$ cat src/rtl/az_seq_pkg.sv
// Shared encodings for the auto-zero sample sequencer.
// Holds the state enum, the default AZ mux codes and the reg_mode bit positions.
package az_seq_pkg;

  localparam logic [3:0] AZ_MUX_HI_DEF = 4'b0001;
  localparam logic [3:0] AZ_MUX_LO_DEF = 4'b0010;
  localparam int         SETTLE_W_DEF  = 24;

  localparam int REG_MODE_RUN_BIT   = 0;
  localparam int REG_MODE_AZ_EN_BIT = 1;

  typedef enum logic [2:0] {
    ST_IDLE      = 3'd0,
    ST_SETTLE_HI = 3'd1,
    ST_SAMPLE_HI = 3'd2,
    ST_SETTLE_LO = 3'd3,
    ST_SAMPLE_LO = 3'd4
  } state_t;

  // A zero settle request still costs one cycle, so the load value clamps at 0.
  function automatic logic [31:0] settle_load(input logic [31:0] n);
    return (n == 32'd0) ? 32'd0 : n - 32'd1;
  endfunction

endpackage

$ cat src/rtl/az_seq_phase_counter.sv
// Loadable 32-bit down-counter shared by the settle and sample phases.
// Load wins over decrement; the count holds at zero until reloaded.
module az_seq_phase_counter (
  input  logic        i_clk,
  input  logic        i_reset,
  input  logic        i_load,
  input  logic [31:0] i_load_val,
  output logic [31:0] o_value,
  output logic        o_zero
);

  logic [31:0] r_count;

  always_ff @(posedge i_clk) begin
    if (i_reset) begin
      r_count <= 32'd0;
    end else if (i_load) begin
      r_count <= i_load_val;
    end else if (r_count != 32'd0) begin
      r_count <= r_count - 32'd1;
    end
  end

  assign o_value = r_count;
  assign o_zero  = (r_count == 32'd0);

endmodule

$ cat src/rtl/az_sample_sequencer.sv
// DMM auto-zero sequencer: HI/LO mux phases, settle wait, then a fixed ADC aperture.
// Every output is registered; sample_done marks the first cycle after each aperture.
module az_sample_sequencer
  import az_seq_pkg::*;
#(
  parameter logic [3:0] AZ_MUX_HI = AZ_MUX_HI_DEF,
  parameter logic [3:0] AZ_MUX_LO = AZ_MUX_LO_DEF,
  parameter int         SETTLE_W  = SETTLE_W_DEF
) (
  input  logic                i_clk,
  input  logic                i_reset,
  input  logic                i_run,
  input  logic                i_az_enable,
  input  logic [31:0]         i_sample_n,
  input  logic [SETTLE_W-1:0] i_settle_n,
  output logic [3:0]          o_az_mux,
  output logic                o_aperture,
  output logic                o_phase_lo,
  output logic                o_sample_done,
  output logic [31:0]         o_sample_count
);

  state_t      r_state, w_state_nxt;
  logic [3:0]  r_az_mux, w_az_mux_nxt;
  logic        r_aperture, w_aperture_nxt;
  logic        r_phase_lo, w_phase_lo_nxt;
  logic        r_sample_done, w_sample_done_nxt;
  logic [31:0] r_sample_count, w_sample_count_nxt;

  logic        w_cnt_load;
  logic [31:0] w_cnt_load_val;
  logic [31:0] w_cnt_value;
  logic        w_cnt_zero;
  logic [31:0] w_settle_ld;
  logic [31:0] w_sample_ld;
  logic        w_start_ok;

  assign w_settle_ld = settle_load(32'(i_settle_n));
  assign w_sample_ld = i_sample_n - 32'd1;
  assign w_start_ok  = i_run && (i_sample_n != 32'd0);

  az_seq_phase_counter u_phase_counter (
    .i_clk      (i_clk),
    .i_reset    (i_reset),
    .i_load     (w_cnt_load),
    .i_load_val (w_cnt_load_val),
    .o_value    (w_cnt_value),
    .o_zero     (w_cnt_zero)
  );

  always_ff @(posedge i_clk) begin
    if (i_reset) begin
      r_state <= ST_IDLE;
    end else begin
      r_state <= w_state_nxt;
    end
  end

  always_comb begin
    w_state_nxt        = r_state;
    w_az_mux_nxt       = r_az_mux;
    w_aperture_nxt     = r_aperture;
    w_phase_lo_nxt     = r_phase_lo;
    w_sample_done_nxt  = 1'b0;
    w_sample_count_nxt = r_sample_count;
    w_cnt_load         = 1'b0;
    w_cnt_load_val     = w_settle_ld;

    case (r_state)
      ST_IDLE: begin
        w_az_mux_nxt   = AZ_MUX_LO;
        w_aperture_nxt = 1'b0;
        w_phase_lo_nxt = 1'b0;
        if (w_start_ok) begin
          w_state_nxt    = ST_SETTLE_HI;
          w_az_mux_nxt   = AZ_MUX_HI;
          w_cnt_load     = 1'b1;
          w_cnt_load_val = w_settle_ld;
        end
      end

      ST_SETTLE_HI: begin
        w_phase_lo_nxt = 1'b0;
        if (!i_run) begin
          w_state_nxt    = ST_IDLE;
          w_az_mux_nxt   = AZ_MUX_LO;
          w_aperture_nxt = 1'b0;
        end else if (w_cnt_zero) begin
          w_state_nxt    = ST_SAMPLE_HI;
          w_aperture_nxt = 1'b1;
          w_cnt_load     = 1'b1;
          w_cnt_load_val = w_sample_ld;
        end
      end

      ST_SAMPLE_HI: begin
        // A completing aperture is always credited, even if run drops on this edge.
        if (w_cnt_zero) begin
          w_sample_done_nxt  = 1'b1;
          w_phase_lo_nxt     = 1'b0;
          w_sample_count_nxt = r_sample_count + 32'd1;
          if (!i_run) begin
            w_state_nxt    = ST_IDLE;
            w_az_mux_nxt   = AZ_MUX_LO;
            w_aperture_nxt = 1'b0;
          end else if (i_az_enable) begin
            w_state_nxt    = ST_SETTLE_LO;
            w_az_mux_nxt   = AZ_MUX_LO;
            w_aperture_nxt = 1'b0;
            w_cnt_load     = 1'b1;
            w_cnt_load_val = w_settle_ld;
          end else begin
            w_cnt_load     = 1'b1;
            w_cnt_load_val = w_sample_ld;
          end
        end else if (!i_run) begin
          w_state_nxt    = ST_IDLE;
          w_az_mux_nxt   = AZ_MUX_LO;
          w_aperture_nxt = 1'b0;
        end
      end

      ST_SETTLE_LO: begin
        w_phase_lo_nxt = 1'b1;
        if (!i_run) begin
          w_state_nxt    = ST_IDLE;
          w_az_mux_nxt   = AZ_MUX_LO;
          w_aperture_nxt = 1'b0;
          w_phase_lo_nxt = 1'b0;
        end else if (w_cnt_zero) begin
          w_state_nxt    = ST_SAMPLE_LO;
          w_aperture_nxt = 1'b1;
          w_cnt_load     = 1'b1;
          w_cnt_load_val = w_sample_ld;
        end
      end

      ST_SAMPLE_LO: begin
        w_phase_lo_nxt = 1'b1;
        if (w_cnt_zero) begin
          w_sample_done_nxt = 1'b1;
          w_aperture_nxt    = 1'b0;
          if (w_start_ok) begin
            w_state_nxt    = ST_SETTLE_HI;
            w_az_mux_nxt   = AZ_MUX_HI;
            w_cnt_load     = 1'b1;
            w_cnt_load_val = w_settle_ld;
          end else begin
            w_state_nxt  = ST_IDLE;
            w_az_mux_nxt = AZ_MUX_LO;
          end
        end else if (!i_run) begin
          w_state_nxt    = ST_IDLE;
          w_az_mux_nxt   = AZ_MUX_LO;
          w_aperture_nxt = 1'b0;
          w_phase_lo_nxt = 1'b0;
        end
      end

      default: begin
        w_state_nxt    = ST_IDLE;
        w_az_mux_nxt   = AZ_MUX_LO;
        w_aperture_nxt = 1'b0;
        w_phase_lo_nxt = 1'b0;
      end
    endcase
  end

  always_ff @(posedge i_clk) begin
    if (i_reset) begin
      r_az_mux       <= AZ_MUX_LO;
      r_aperture     <= 1'b0;
      r_phase_lo     <= 1'b0;
      r_sample_done  <= 1'b0;
      r_sample_count <= 32'd0;
    end else begin
      r_az_mux       <= w_az_mux_nxt;
      r_aperture     <= w_aperture_nxt;
      r_phase_lo     <= w_phase_lo_nxt;
      r_sample_done  <= w_sample_done_nxt;
      r_sample_count <= w_sample_count_nxt;
    end
  end

  a_cnt_zero_consistent : assert property (
    @(posedge i_clk) disable iff (i_reset) w_cnt_zero == (w_cnt_value == 32'd0));

  assign o_az_mux       = r_az_mux;
  assign o_aperture     = r_aperture;
  assign o_phase_lo     = r_phase_lo;
  assign o_sample_done  = r_sample_done;
  assign o_sample_count = r_sample_count;

endmodule

$ cat config.mk
export PLATFORM = sky130hd
export DESIGN_NAME = az_sample_sequencer
export DESIGN_NICKNAME = d
export VERILOG_FILES = /design/src/rtl/az_seq_pkg.sv /design/src/rtl/az_seq_phase_counter.sv /design/src/rtl/az_sample_sequencer.sv
export SDC_FILE = /design/constraint.sdc
export NUM_CORES = 1
export LEC_CHECK = 0
export ABC_CLOCK_PERIOD_IN_PS = 2600
export BUFFER_PORTS_ARGS = -buffer_cell sky130_fd_sc_hd__buf_4
export CAP_MARGIN = 20
export CORE_ASPECT_RATIO = 2
export CORE_UTILIZATION = 50
export CTS_BUF_LIST = sky130_fd_sc_hd__clkbuf_8 sky130_fd_sc_hd__clkbuf_16
export CTS_CLUSTER_SIZE = 25
export DETAILED_ROUTE_END_ITERATION = 10
export GPL_TIMING_DRIVEN = 0
export PLACE_DENSITY = 0.76
export REMOVE_ABC_BUFFERS = 1
export SKIP_CTS_REPAIR_TIMING = 1
export SLEW_MARGIN = 0
export SYNTH_ARGS = -nofsm -noshare
export SYNTH_HDL_FRONTEND = slang
export SYNTH_SLANG_ARGS = --single-unit
$ cat constraint.sdc
create_clock -name i_clk -period 2.6 [get_ports i_clk]
set_input_delay 0.13 -clock i_clk [delete_from_list [all_inputs] [get_ports i_clk]]
set_output_delay 0.13 -clock i_clk [all_outputs]
set_load 0.02 [all_outputs]
Yosys cells after proc, flatten, opt, wreduce, memory -nomap -nowiden
Index checks and enable logic that the tools add are counted.

storage, ports and cells
  output and inout bits = 39
  bits of input ports = 60
  bits in registers = 74
  word-level logic and storage cells = 81

cells by class
  $add $sub $neg = 4
  multiplexer cells = 46
  equality and inequality tests = 10
  reductions and logical operators = 13
  bitwise gates (word level) = 1

operator list
  kind                   count
  $mux 32                8
  $pmux 32 s2            1
  $reduce_bool 32->1     2
  $sub 32x1->32 const B  2
  $add 32x1->32 const B  1
  $logic_not 32->1       1
  $mux 3                 10
  $sub 24x1->25 const B  1
  $logic_not 24->1       1
  $mux 4                 5
  $mux 1                 16
  $pmux 4 s4             1
  $pmux 3 s5             1
  $ne 3x2->1 const B     3
  $eq 3x2->1 const B     2
  $pmux 1 s3             2
  $reduce_or 2->1        3
  $ne 4x4->1 const B     1
  $pmux 1 s4             1
  $reduce_and 2->1       2
  $reduce_and 4->1       1
  $eq 3x1->1 const B     1
  $eq 3x3->1 const B     1
  $logic_not 3->1        1
  6 further kinds        6

Logic depth before layout (Yosys ltp)
Gate-level depths: netlist (run 1).

  depth in word-level cells = 7
  mapped depth = 12
  depth with buffers taken out = 9

Hierarchy
From an unflattened synthesis (run 1), not the netlist that was laid out.

unflattened totals
  cell total of the unflattened synthesis = 658
  area, all modules = 5271.3 um2

by module, submodules not included
  module                area an instance (um2)  instances  seq. area each (um2)  cells an instance
  az_sample_sequencer   3445.8                  1          840.8                 445
  az_seq_phase_counter  1825.5                  1          640.6                 213

Worst setup path after synthesis (run 1)
OpenSTA, ideal clock, no wires.

  path type = flip-flop to flip-flop
  start point = reg u_phase_counter.r_count[0], in the netlist u_phase_counter.o_value[0]
  end point = reg u_phase_counter.r_count[21], in the netlist u_phase_counter.o_value[21]
  cell stages (with the launch flop) = 11
  arrival time = 2559 ps
  period minus slack after synthesis = 2692 ps
  library setup time = 133 ps
  buffers on the path = 1
  required time = 2467 ps
  slack = -92 ps
  cells stage by stage = dfxtp_1 -> inv_1 -> ha_1 -> nor3b_1 -> nand4_1 -> or4_1 -> o41ai_1 -> clkbuf_1 -> nor2_1 -> a211oi_1 -> a211oi_2

between the ends
  longest elaborated chain between the ends = 5
  elaborated cells between the ends (all ways) = 15
  those cells by class = add/sub (1); mux (11); reduce/logical (3)

ends and longest elaborated chain
  item                                                   RTL line                    RTL
  from (decl)                                            az_seq_phase_counter.sv:12  logic [31:0] r_count;
  from (signal assigned)                                 az_seq_phase_counter.sv:18  r_count <= i_load_val;
  from (signal assigned)                                 az_seq_phase_counter.sv:20  r_count <= r_count - 32'd1;
  branches (longest 5 deep; another with $sub 32x1->32)  n/a

Parallel ways; which one is timed is not known. The select of a mux whose other input is x is not followed.
A chain may end at the register's enable or synchronous reset.

Worst setup path in the final report (run 1)
  start point = reg u_phase_counter.r_count[18], in the netlist u_phase_counter.o_value[18]
  end point = reg u_phase_counter.r_count[11], in the netlist u_phase_counter.o_value[11]

between the ends
  longest elaborated chain between the ends = 5
  elaborated cells between the ends (all ways) = 13
  those cells by class = mux (10); reduce/logical (3)

ends and longest elaborated chain
  item                                                 RTL line                                               RTL
  $logic_not 32->1                                     az_seq_phase_counter.sv:25                             assign o_zero = (r_count == 32'd0);
  $mux 1 / $mux 32 (equally long branches)             az_sample_sequencer.sv:88, az_sample_sequencer.sv:130
  $mux 1 / $mux 32 (equally long branches)             az_sample_sequencer.sv:84                              if (!i_run) begin
  $pmux 1 s4 / $pmux 32 s2 (equally long branches)     az_sample_sequencer.sv:69                              case (r_state)
  $mux 32 / $reduce_bool 2->1 (equally long branches)  n/a

Several ways; a longest one is shown, not always the timed one.

==> impl_metrics.toml, run 1 <==
[min_path]
hold_path_class = "input port to register"
worstHoldStart = "i_settle_n[0]"
worst_hold_path.num_cells = 4
hold_crit_endpoint = "u_phase_counter.o_value[0]$_SDFFE_PP0P_"

[final_layout]
finish.net_count = 819
final_layout_size_suffix_gt1_frac = 0.3140
fillers = 748
syn2layout_area_growth_pct = 40.85
finalNonFillerCells = 890
antenna-diode-count = 0

[routing]
drt_wl_cell_um = 18.23
drt-initial-drc-count = 259
routed_wirelength_um = 16220
final_antenna_net_count = 0
drcViolationCount = 0
number_of_vias_after_detailed_routing = 5367
drt-vias-per-instance = 6.030
drtPass1Iterations = 5

[sta]
timing.final.setup_violations = 33
final.setup_skew_ps = 7.045
finalHoldViolCount = 0
worst-slew-pin-transition_ps = 874.4
final.setup.worst_slack_ps = -225.1
slew_violations = 0
period_needed_ps = 2825
final.period_utilization = 1.087
grt_setup_unrepaired = "yes"
maxClockFrequency_ghz = 0.3540
timing.max_slew.rel_slack = 0.4127
fin_hold_ws_ps = 130.7
setup_total_negative_slack_ps = -3043

[grt]
track_usage = 0.2719
first_pass_grt_wire_length_um = 22310
antenna_found_initial = 0
grt_max_degree = 54
grt-ovfl-total = 0
via_count_of_the_first_global_routing_pass = 5015

[clock_network]
clkLatencyLatePin_ps = 340
clk_pin_slew_worst_paths_ps = 60
numClockSinks = 74
htree_num_levels = 3
cts.path.max_buffers = 2
root_buffer = "clkbuf_16"
tritoncts.num_buffers = 9
tritoncts = "done"

[critical_path]
crit_path_start_kind = "register"
critPathLaunch = "u_phase_counter.o_value[18]$_SDFFE_PP0P_"
critical_path_arrival_ps = 3030
r2r-end = "u_phase_counter.o_value[11]$_SDFFE_PP0P_"
critical_path_class = "register to register"
rr_worst_depth = 9
path_max_fanout = 8
critPathRequiredTime_ps = 2800
timing.rr.start = "u_phase_counter.o_value[18]$_SDFFE_PP0P_"
critPathCaptureType = "register"
timing.reg2reg.setup_slack_ps = -230

[floorplan]
ios = 99
dieHeight_um = 142.6
start_util = 0.5097
rows = 51
floorplan.die_area_mm2 = 0.01031
fp.coreArea_mm2 = 0.009699
floorplan.die.width_um = 72.31

[yosys]
synthFlopType = "dfxtp_1"
synthesis.instances = 627
yosys_warnings = 0
synth_enable_flop_cells = 0
postSynth.asyncResetShare = 0
synth-seq-cells = 74
yosysUniqueCellTypes = 57
synth.avg_cell_area_um2 = 7.884
yosysSeqAreaShare = 0.2997
synth_area_mm2 = 0.004943

[pwr]
vdd_ir_drop_max_mv = 0.3795
cellPowerDensity_mw_per_mm2 = 496.1
leakagePower_nw = 2.614

[run_status]
violations = "setup timing"
status = "finished with violations"

[place]
placement.setup.worst_slack_ps = -1685
dpl.cell_count = 830
port-buffer-count = 98
gp_routability_congestion = 0.9256
dp_hpwl_um = 10340

[run]
timing.max_cap.violations = 0
## final cells by class
type | count | area (um2) | area share
clock inverter | 3 | 38.79 | 0.005571
multi-input combinational | 516 | 3737 | 0.5367
tap | 132 | 165.2 | 0.02372
sequential | 74 | 1490 | 0.2140
timing repair buffer | 144 | 1229 | 0.1765
inverter | 9 | 36.28 | 0.005211
clock buffer | 12 | 266.5 | 0.03827
## cell usage in the layout (no fill, tap or decap), types with 7 or more instances in the layout
| master | n |
|---|---|
| a211oi_2 | 13 |
| a21oi_1 | 21 |
| and2_1 | 9 |
| buf_4 | 126 |
| buf_6 | 10 |
| clkbuf_16 | 12 |
| dfxtp_1 | 71 |
| inv_1 | 8 |
| nand2_1 | 47 |
| nand2b_1 | 7 |
| nand3_1 | 21 |
| nand4_1 | 10 |
| nor2_1 | 78 |
| nor3_1 | 27 |
| nor4_1 | 17 |
| nor4_4 | 7 |
| o21ai_0 | 12 |
| or3_1 | 18 |
| xnor2_1 | 51 |
| xor2_1 | 50 |
## worst max-delay path, stage by stage, from the launching register on
cell	delay, ps
dfxtp_1	350
nor4_2	490
nand3_2	260
or3_4	520
nor3_4	260
o21ai_4	150
buf_12	160
clkbuf_16	150
a211oi_1	250
a311oi_1	90
## flip-flops by register name, summed over array words and instances (netlist names)
name	count
o_az_mux	4
o_aperture	1
r_state	3
o_sample_count	32
u_phase_counter.o_value	32
o_sample_done	1
o_phase_lo	1
## worst max path at each step
stage	slack [ps]	depth (start not counted)	endpoint
final	-230	9	u_phase_counter.o_value[11]$_SDFFE_PP0P_
after global routing	-270	9	u_phase_counter.o_value[11]$_SDFFE_PP0P_
after CTS	-1700	8	u_phase_counter.o_value[21]$_SDFFE_PP0P_
after detailed placement	-1680	8	u_phase_counter.o_value[21]$_SDFFE_PP0P_
after global placement	-2840	9	u_phase_counter.o_value[21]$_SDFFE_PP0P_
after floorplan	-1530	9	u_phase_counter.o_value[14]$_SDFFE_PP0P_
## routing by layer
layer / routed length [um] / up-vias / global-route usage
met5: 0 / - / 0
met4: 1022 / 0 / 0.1538
met3: 814 / 79 / 0.04728
met2: 9039 / 261 / 0.5362
met1: 5345 / 2519 / 0.2486
li1: - / 2508 / -
## cell usage after synthesis, drive strengths merged (10+ instances only)
master   n  share of area
nor2    82          0.062
dfxtp   74           0.30
xnor2   51          0.090
xor2    50          0.089
nand2   47          0.036
nor3    32          0.032
nor4    28          0.042
a21oi   24          0.025
nand3   23          0.023
a211oi  20          0.040
clkbuf  20          0.015
or3     19          0.024
o21ai   16          0.016
a22oi   10          0.015
and2    10          0.013
nand4   10          0.013
or4     10          0.016
## where the power goes
part           internal, W  leakage, nW  switching, W
clock             0.000811        0.156      0.000467
combinational     0.000419         1.85      0.000449
sequential         0.00120        0.604      0.000105
total              0.00243         2.61       0.00102
## logic make-up (layout without fill, tap and decap cells)
kind of cell / after synthesis / after routing / synth area share
AND/OR/NAND/NOR: 305 / 306 / 0.3257
AO/OA/AOI/OAI: 103 / 103 / 0.1476
XOR/XNOR: 101 / 101 / 0.1789
flip-flops: 74 / 74 / 0.2997
buffers and inverters: 38 / 168 / 0.03341
adder cells (fa/ha/maj): 5 / 5 / 0.01266
multiplexers: 1 / 1 / 0.002025
## through the flow
step / util / area (um2) / power, W
after floorplan: - / 4812 / 0.001680
after global placement: 0.5890 / 5713 / 0.001878
after detailed placement: 0.5949 / 5771 / 0.001911
after CTS: 0.6264 / 6076 / 0.003184
after global routing: 0.7179 / 6963 / 0.003576
final: 0.7179 / 6963 / 0.003454
Note: power is estimated with default switching activity, not from simulation.
==> run 2: changes to the inputs <==
--- a/config.mk
+++ b/config.mk
@@ -20,4 +20,5 @@
 export SLEW_MARGIN = 0
 export SYNTH_ARGS = -nofsm -noshare
 export SYNTH_HDL_FRONTEND = slang
+export SYNTH_HIERARCHICAL = 1
 export SYNTH_SLANG_ARGS = --single-unit
==> run 2 against run 1 <==
The flow still finishes with violations (setup timing). Final cell count grew 3.3%. Sequential power is essentially flat. Synthesized cell count grew 4.9%.
==> impl_metrics.toml, run 2 <==
[run_status]
status = "finished with violations"
violations = "setup timing"

[yosys]
synth_top_cells_by_area = "dfxtp_1 (28%), xnor2_1 (9.8%), xor2_1 (7.0%)"
synth_largest_area_cell = "dfxtp_1"
yosysTopAreaCellShare = 0.2810
yosysSeqAreaShare = 0.2810
synth.top_cells.by_count = "dfxtp_1 (74), nor2_1 (71), xnor2_1 (59), nand2_1 (48), xor2_1 (42)"
synthesis.instances = 658
synth_area_mm2 = 0.005271
synth-seq-cells = 74
synthFlopType = "dfxtp_1"
yosys_warnings = 6
synth.avg_cell_area_um2 = 8.011
postSynth.asyncResetShare = 0
synth_enable_flop_cells = 0
yosysUniqueCellTypes = 64
synth_most_common_cell = "dfxtp_1"

[final_layout]
multiInputGateArea_mm2 = 0.003809
layout.cells.most_common_list = "buf_4 (130), dfxtp_1 (72), nor2_1 (71)"
finish.net_count = 845
postLayoutCellArea_mm2 = 0.006927
finalNonFillerCells = 919
antenna-diode-count = 0
fillers = 862
syn2layout_area_growth_pct = 31.40
final_layout_size_suffix_gt1_frac = 0.2895
final-seq-area_mm2 = 0.001484
final_common_cell = "buf_4"

[grt]
grt-ovfl-total = 0
antenna_found_initial = 0
grt_max_degree = 56
via_count_of_the_first_global_routing_pass = 5197
first_pass_grt_wire_length_um = 23670
track_usage = 0.2722

[floorplan]
ios = 99
dieHeight_um = 147.2
floorplan.die_area_mm2 = 0.01098
start_util = 0.5160
fp.coreArea_mm2 = 0.01021
floorplan.die.width_um = 74.61
rows = 52

[routing]
number_of_vias_after_detailed_routing = 5452
drt_wl_cell_um = 16.51
drt-initial-drc-count = 299
final_antenna_net_count = 0
drt-vias-per-instance = 5.933
drcViolationCount = 0
routed_wirelength_um = 15170
drtPass1Iterations = 5

[critical_path]
critical_path.most_common_cell = "nor3_4"
crit_family = "simple AND/OR/NAND/NOR gates"
path_max_fanout = 10
crit_path_max_incr_delay_ps = 490
critPathRequiredTime_ps = 2790
critical_path_arrival_ps = 3300
worstPathCellList = "inv_2 > ha_4 > or4b_4 > nor3_4 > nand3_4 > clkinv_8 > nand2_1 > nor3_4 > a31o_4 > o22ai_2 > mux2_2 > o21ai_0 > a21oi_1"
critPathCaptureType = "register"
crit_path_start_kind = "register"
cp_slowest_cell = "or4b_4"
critical_path_class = "register to register"
crit_buf_inv = 2

[sta]
grt_setup_unrepaired = "yes"
fin_hold_ws_ps = 134.4
period_needed_ps = 3115
timing.max_slew.rel_slack = 0.3547
setup_total_negative_slack_ps = -22210
final.setup_skew_ps = 8.129
final.setup.worst_slack_ps = -515.2
worst-slew-pin-transition_ps = 959.1
maxClockFrequency_ghz = 0.3210
finalHoldViolCount = 0
timing.final.setup_violations = 63
slew_violations = 0
final.period_utilization = 1.198

[min_path]
hold_path_class = "input port to register"

[clock_network]
root_buffer = "clkbuf_16"
clkLatencyLatePin_ps = 330
tritoncts = "done"
tritoncts.num_buffers = 9
clk_pin_slew_worst_paths_ps = 60
cts.path.max_buffers = 2
numClockSinks = 74
htree_num_levels = 3

[run]
timing.max_cap.violations = 0

[pwr]
leakagePower_nw = 2.629
design_internal_power_w = 0.002408
pwr-share-seq = 0.377
cellPowerDensity_mw_per_mm2 = 488.7
vdd_ir_drop_max_mv = 0.3839
power.total_w = 0.003385
comb_power_share = 0.230
netSwitchingFraction = 0.2886
switching_power_w = 0.0009771
p_clk_frac = 0.393

[place]
gp_routability_congestion = 0.9206
dp_hpwl_um = 10960
detailed_place.area_mm2 = 0.006023
port-buffer-count = 98
dpl.cell_count = 862
==> run 2: cell types whose count changed after synthesis, moves of 7 or more <==
cell      before  now
nor2_1        82   71
xnor2_1       51   59
o22ai_1        9   23
nand4_1       10   17
o211a_1        0    8
o21ai_2        0   10
a22oi_1       10    1
a211oi_1      10    1
nor3_1        32   24
a211oi_2      10    0
xor2_1        50   42
==> run 2: layout make-up <==
| cell class | instances | share of cell area |
|---|---|---|
| Clock buffer | 10 | 0.03450 |
| Clock inverter | 6 | 0.01174 |
| Inverter | 15 | 0.01048 |
| Multi-Input combinational cell | 540 | 0.5499 |
| Sequential cell | 74 | 0.2142 |
| Tap cell | 135 | 0.02439 |
| Timing Repair Buffer | 138 | 0.1535 |
| Timing Repair inverter | 1 | 0.001264 |
==> run 2: power by group through the flow <==
stage	sequential, W	combinational, W	clock [W]
floorplan	0.00128	0.000440	0
global placement	0.00129	0.000648	0
detailed placement	0.00129	0.000667	0
CTS	0.00127	0.000676	0.00136
global route	0.00128	0.000848	0.00141
finish	0.00128	0.000778	0.00133
==> run 2: worst paths after layout <==
kind | from | endpoint | slack, ps | cells past startpoint
max | u_phase_counter/o_value[1]$_SDFFE_PP0P_ | u_phase_counter/o_value[9]$_SDFFE_PP0P_ | -520 | 13
min | i_run | o_aperture$_SDFFE_PP0P_ | 130 | 3
min reg2reg | o_az_mux[2]$_SDFFE_PP0P_ | o_az_mux[2]$_SDFFE_PP0P_ | 480 | 1
max reg2reg | u_phase_counter/o_value[1]$_SDFFE_PP0P_ | u_phase_counter/o_value[9]$_SDFFE_PP0P_ | -520 | 13
==> run 2: worst reg2reg max path, stage by stage, from the launching register on <==
cell,delay (ps)
dfxtp_2,330
inv_2,70
ha_4,150
or4b_4,500
nor3_4,310
nand3_4,220
clkinv_8,110
nand2_1,170
nor3_4,310
a31o_4,230
o22ai_2,110
mux2_2,300
o21ai_0,80
a21oi_1,90
==> run 2: stage by stage <==
stage / utilization / worst slack [ps]
2_1_floorplan: - / -2493
3_3_place_gp: 0.5877 / -4385
3_5_place_dp: 0.5897 / -2531
4_1_cts: 0.6210 / -2538
5_1_grt: 0.6781 / -639.5
6_report: 0.6781 / -515.2
==> run 2: cell families after synthesis <==
| family | synth area share |
|---|---|
| AND/OR/NAND/NOR | 0.3409 |
| AO/OA/AOI/OAI | 0.1427 |
| XOR/XNOR | 0.1678 |
| flip-flops | 0.2810 |
| buffers and inverters | 0.04367 |
| adder cells (fa/ha/maj) | 0.01804 |
| multiplexers | 0.005934 |
==> run 2: per-layer routing <==
layer / track usage / wire length (um) / share of wire / vias up
li1: - / - / - / 2635
met1: 0.2696 / 5227 / 0.34 / 2548
met2: 0.5090 / 8722 / 0.57 / 222
met3: 0.03909 / 607 / 0.040 / 47
met4: 0.1538 / 617 / 0.041 / 0
met5: 0 / 0 / 0 / -
==> run 3: changes to the inputs <==
--- a/config.mk
+++ b/config.mk
@@ -9,12 +9,11 @@
 export BUFFER_PORTS_ARGS = -buffer_cell sky130_fd_sc_hd__buf_4
 export CAP_MARGIN = 20
 export CORE_ASPECT_RATIO = 2
-export CORE_UTILIZATION = 50
+export CORE_UTILIZATION = 25
 export CTS_BUF_LIST = sky130_fd_sc_hd__clkbuf_8 sky130_fd_sc_hd__clkbuf_16
 export CTS_CLUSTER_SIZE = 25
 export DETAILED_ROUTE_END_ITERATION = 10
 export GPL_TIMING_DRIVEN = 0
-export PLACE_DENSITY = 0.76
 export REMOVE_ABC_BUFFERS = 1
 export SKIP_CTS_REPAIR_TIMING = 1
 export SLEW_MARGIN = 0
==> run 3 against run 2 <==
The run still ends with setup timing left. Power down 0.10%. Clock power down 5%. First-iteration DRC count down 25%. Via count up 0.75%. Final cell count up 17%. Worst setup slack worse by 34 ps. Critical endpoint unchanged. Global-route usage down 13 points. Die area up 98%. Non-clock buffer count up 26.
==> impl_metrics.toml, run 3 (synthesis gave the netlist of run 2 again) <==
[clock_network]
root_buffer = "clkbuf_16"
tritoncts.num_buffers = 9
clk_pin_slew_worst_paths_ps = 60
htree_num_levels = 3
clkLatencyLatePin_ps = 340
cts.path.max_buffers = 2
numClockSinks = 74
tritoncts = "done"

[floorplan]
start_util = 0.2565
dieHeight_um = 207.4
fp.coreArea_mm2 = 0.02055
ios = 99
floorplan.die_area_mm2 = 0.02170
floorplan.die.width_um = 104.7
rows = 74

[critical_path]
critPathCaptureType = "register"
crit_path_start_kind = "register"
path_max_fanout = 7
crit_buf_inv = 4
rr_worst_depth = 14
crit_path_max_incr_delay_ps = 510
timing.rr.start = "u_phase_counter/o_value[1]$_SDFFE_PP0P_"
critical_path_arrival_ps = 3350
worstPathCellList = "inv_2 > ha_4 > or4b_4 > nor3_4 > nand3_4 > clkinv_8 > nand2b_1 > o211ai_1 > a21boi_4 > buf_12 > clkinvlp_4 > mux2_4 > o21ai_2 > a21oi_1"
r2r-end = "u_phase_counter/o_value[9]$_SDFFE_PP0P_"
critical_path_class = "register to register"
critPathRequiredTime_ps = 2800
crit_family = "simple AND/OR/NAND/NOR gates"
cp_slowest_cell = "or4b_4"
timing.reg2reg.setup_slack_ps = -550

[final_layout]
layout.cells.most_common_list = "buf_4 (147), dfxtp_1 (72), nor2_1 (70)"
final_layout_size_suffix_gt1_frac = 0.3325
final_common_cell = "buf_4"
postLayoutCoreUtil = 0.3635
syn2layout_area_growth_pct = 41.73
finish.net_count = 873
antenna-diode-count = 0
finalNonFillerCells = 1078

[sta]
finalHoldViolCount = 0
fin_hold_ws_ps = 122.4
worst-slew-pin-transition_ps = 951.9
slew_violations = 0
period_needed_ps = 3149
timing.max_slew.rel_slack = 0.3596
grt_setup_unrepaired = "yes"
maxClockFrequency_ghz = 0.3176
final.period_utilization = 1.211
final.setup_skew_ps = 12.82
timing.final.setup_violations = 64
final.setup.worst_slack_ps = -548.9

[routing]
drt-vias-per-instance = 5.096
drtPass1Iterations = 5
routed_wirelength_um = 17770
final_antenna_net_count = 0
number_of_vias_after_detailed_routing = 5493
drt_wl_cell_um = 16.49
drcViolationCount = 0
drt-initial-drc-count = 223

[grt]
first_pass_grt_wire_length_um = 24480
grt-ovfl-total = 0
antenna_found_initial = 0
via_count_of_the_first_global_routing_pass = 4990
track_usage = 0.1427
grt_max_degree = 56

[pwr]
leakagePower_nw = 2.827
switching_power_w = 0.001025
p_clk_frac = 0.372
pwr-share-seq = 0.377
vdd_ir_drop_max_mv = 0.2740
cellPowerDensity_mw_per_mm2 = 452.7
comb_power_share = 0.251
netSwitchingFraction = 0.3031
design_internal_power_w = 0.002357

[run_status]
violations = "setup timing"
status = "finished with violations"

[place]
gp_routability_congestion = 0.8187
dpl.cell_count = 992
dp_hpwl_um = 12160
port-buffer-count = 98

[min_path]
hold_crit_endpoint = "u_phase_counter/o_value[0]$_SDFFE_PP0P_"
worstHoldStart = "i_settle_n[0]"
hold_path_class = "input port to register"
worst_hold_path.num_cells = 4

[run]
timing.max_cap.violations = 0
-- run 3: through the flow --
stage	TNS [ps]	cell area [um2]	power [W]	setup slack [ps]
floorplan	-102690	5099	0.001718	-2493
global placement	-203200	6167	0.001960	-4709
detailed placement	-138370	6186	0.001969	-2605
CTS	-140410	6482	0.003240	-2631
global route	-31440	7471	0.003540	-654.2
finish	-22980	7471	0.003382	-548.9
-- run 3: area by class of cell --
cell class,instances,area [um2]
Sequential cell,74,1484
Fill cell,2157,13080
Clock inverter,6,57.56
Clock buffer,10,239.0
Inverter,15,72.57
Timing Repair inverter,2,16.27
Multi-Input combinational cell,541,3941
Tap cell,266,332.8
Timing Repair Buffer,164,1328
-- run 3: power by group through the flow --
stage,Combinational (W),Sequential (W),Clock (W)
finish,0.000848,0.00128,0.00126
global route,0.000914,0.00128,0.00135
CTS,0.000681,0.00127,0.00129
detailed placement,0.000676,0.00129,0
global placement,0.000668,0.00129,0
floorplan,0.000440,0.00128,0
-- run 3: per-layer routing --
layer / vias to the layer above / routed length, um / GRT usage / part of all wire
met2: 168 / 10110 / 0.2925 / 0.57
met4: 0 / 1160 / 0.08548 / 0.065
met1: 2564 / 5952 / 0.1270 / 0.33
li1: 2700 / - / - / -
met5: - / 0 / 0 / 0
met3: 61 / 555 / 0.01884 / 0.031
-- run 3: how the worst max path moves through the flow --
| stage | start | to | slack, ps | cells past startpoint |
|---|---|---|---|---|
| floorplan | u_phase_counter/o_value[0]$_SDFFE_PP0P_ | u_phase_counter/o_value[19]$_SDFFE_PP0P_ | -2490 | 12 |
| global placement | u_phase_counter/o_value[0]$_SDFFE_PP0P_ | u_phase_counter/o_value[30]$_SDFFE_PP0P_ | -4710 | 12 |
| detailed placement | u_phase_counter/o_value[0]$_SDFFE_PP0P_ | o_sample_count[30]$_SDFFE_PP0P_ | -2600 | 11 |
| CTS | u_phase_counter/o_value[0]$_SDFFE_PP0P_ | o_sample_count[30]$_SDFFE_PP0P_ | -2630 | 11 |
| global route | u_phase_counter/o_value[1]$_SDFFE_PP0P_ | u_phase_counter/o_value[25]$_SDFFE_PP0P_ | -650 | 16 |
| finish | u_phase_counter/o_value[1]$_SDFFE_PP0P_ | u_phase_counter/o_value[9]$_SDFFE_PP0P_ | -550 | 14 |
-- run 3: tightest hold or removal path: stages --
cell	delay, ps
buf_4	100
o22ai_2	60
nand2_1	60
o211ai_1	70
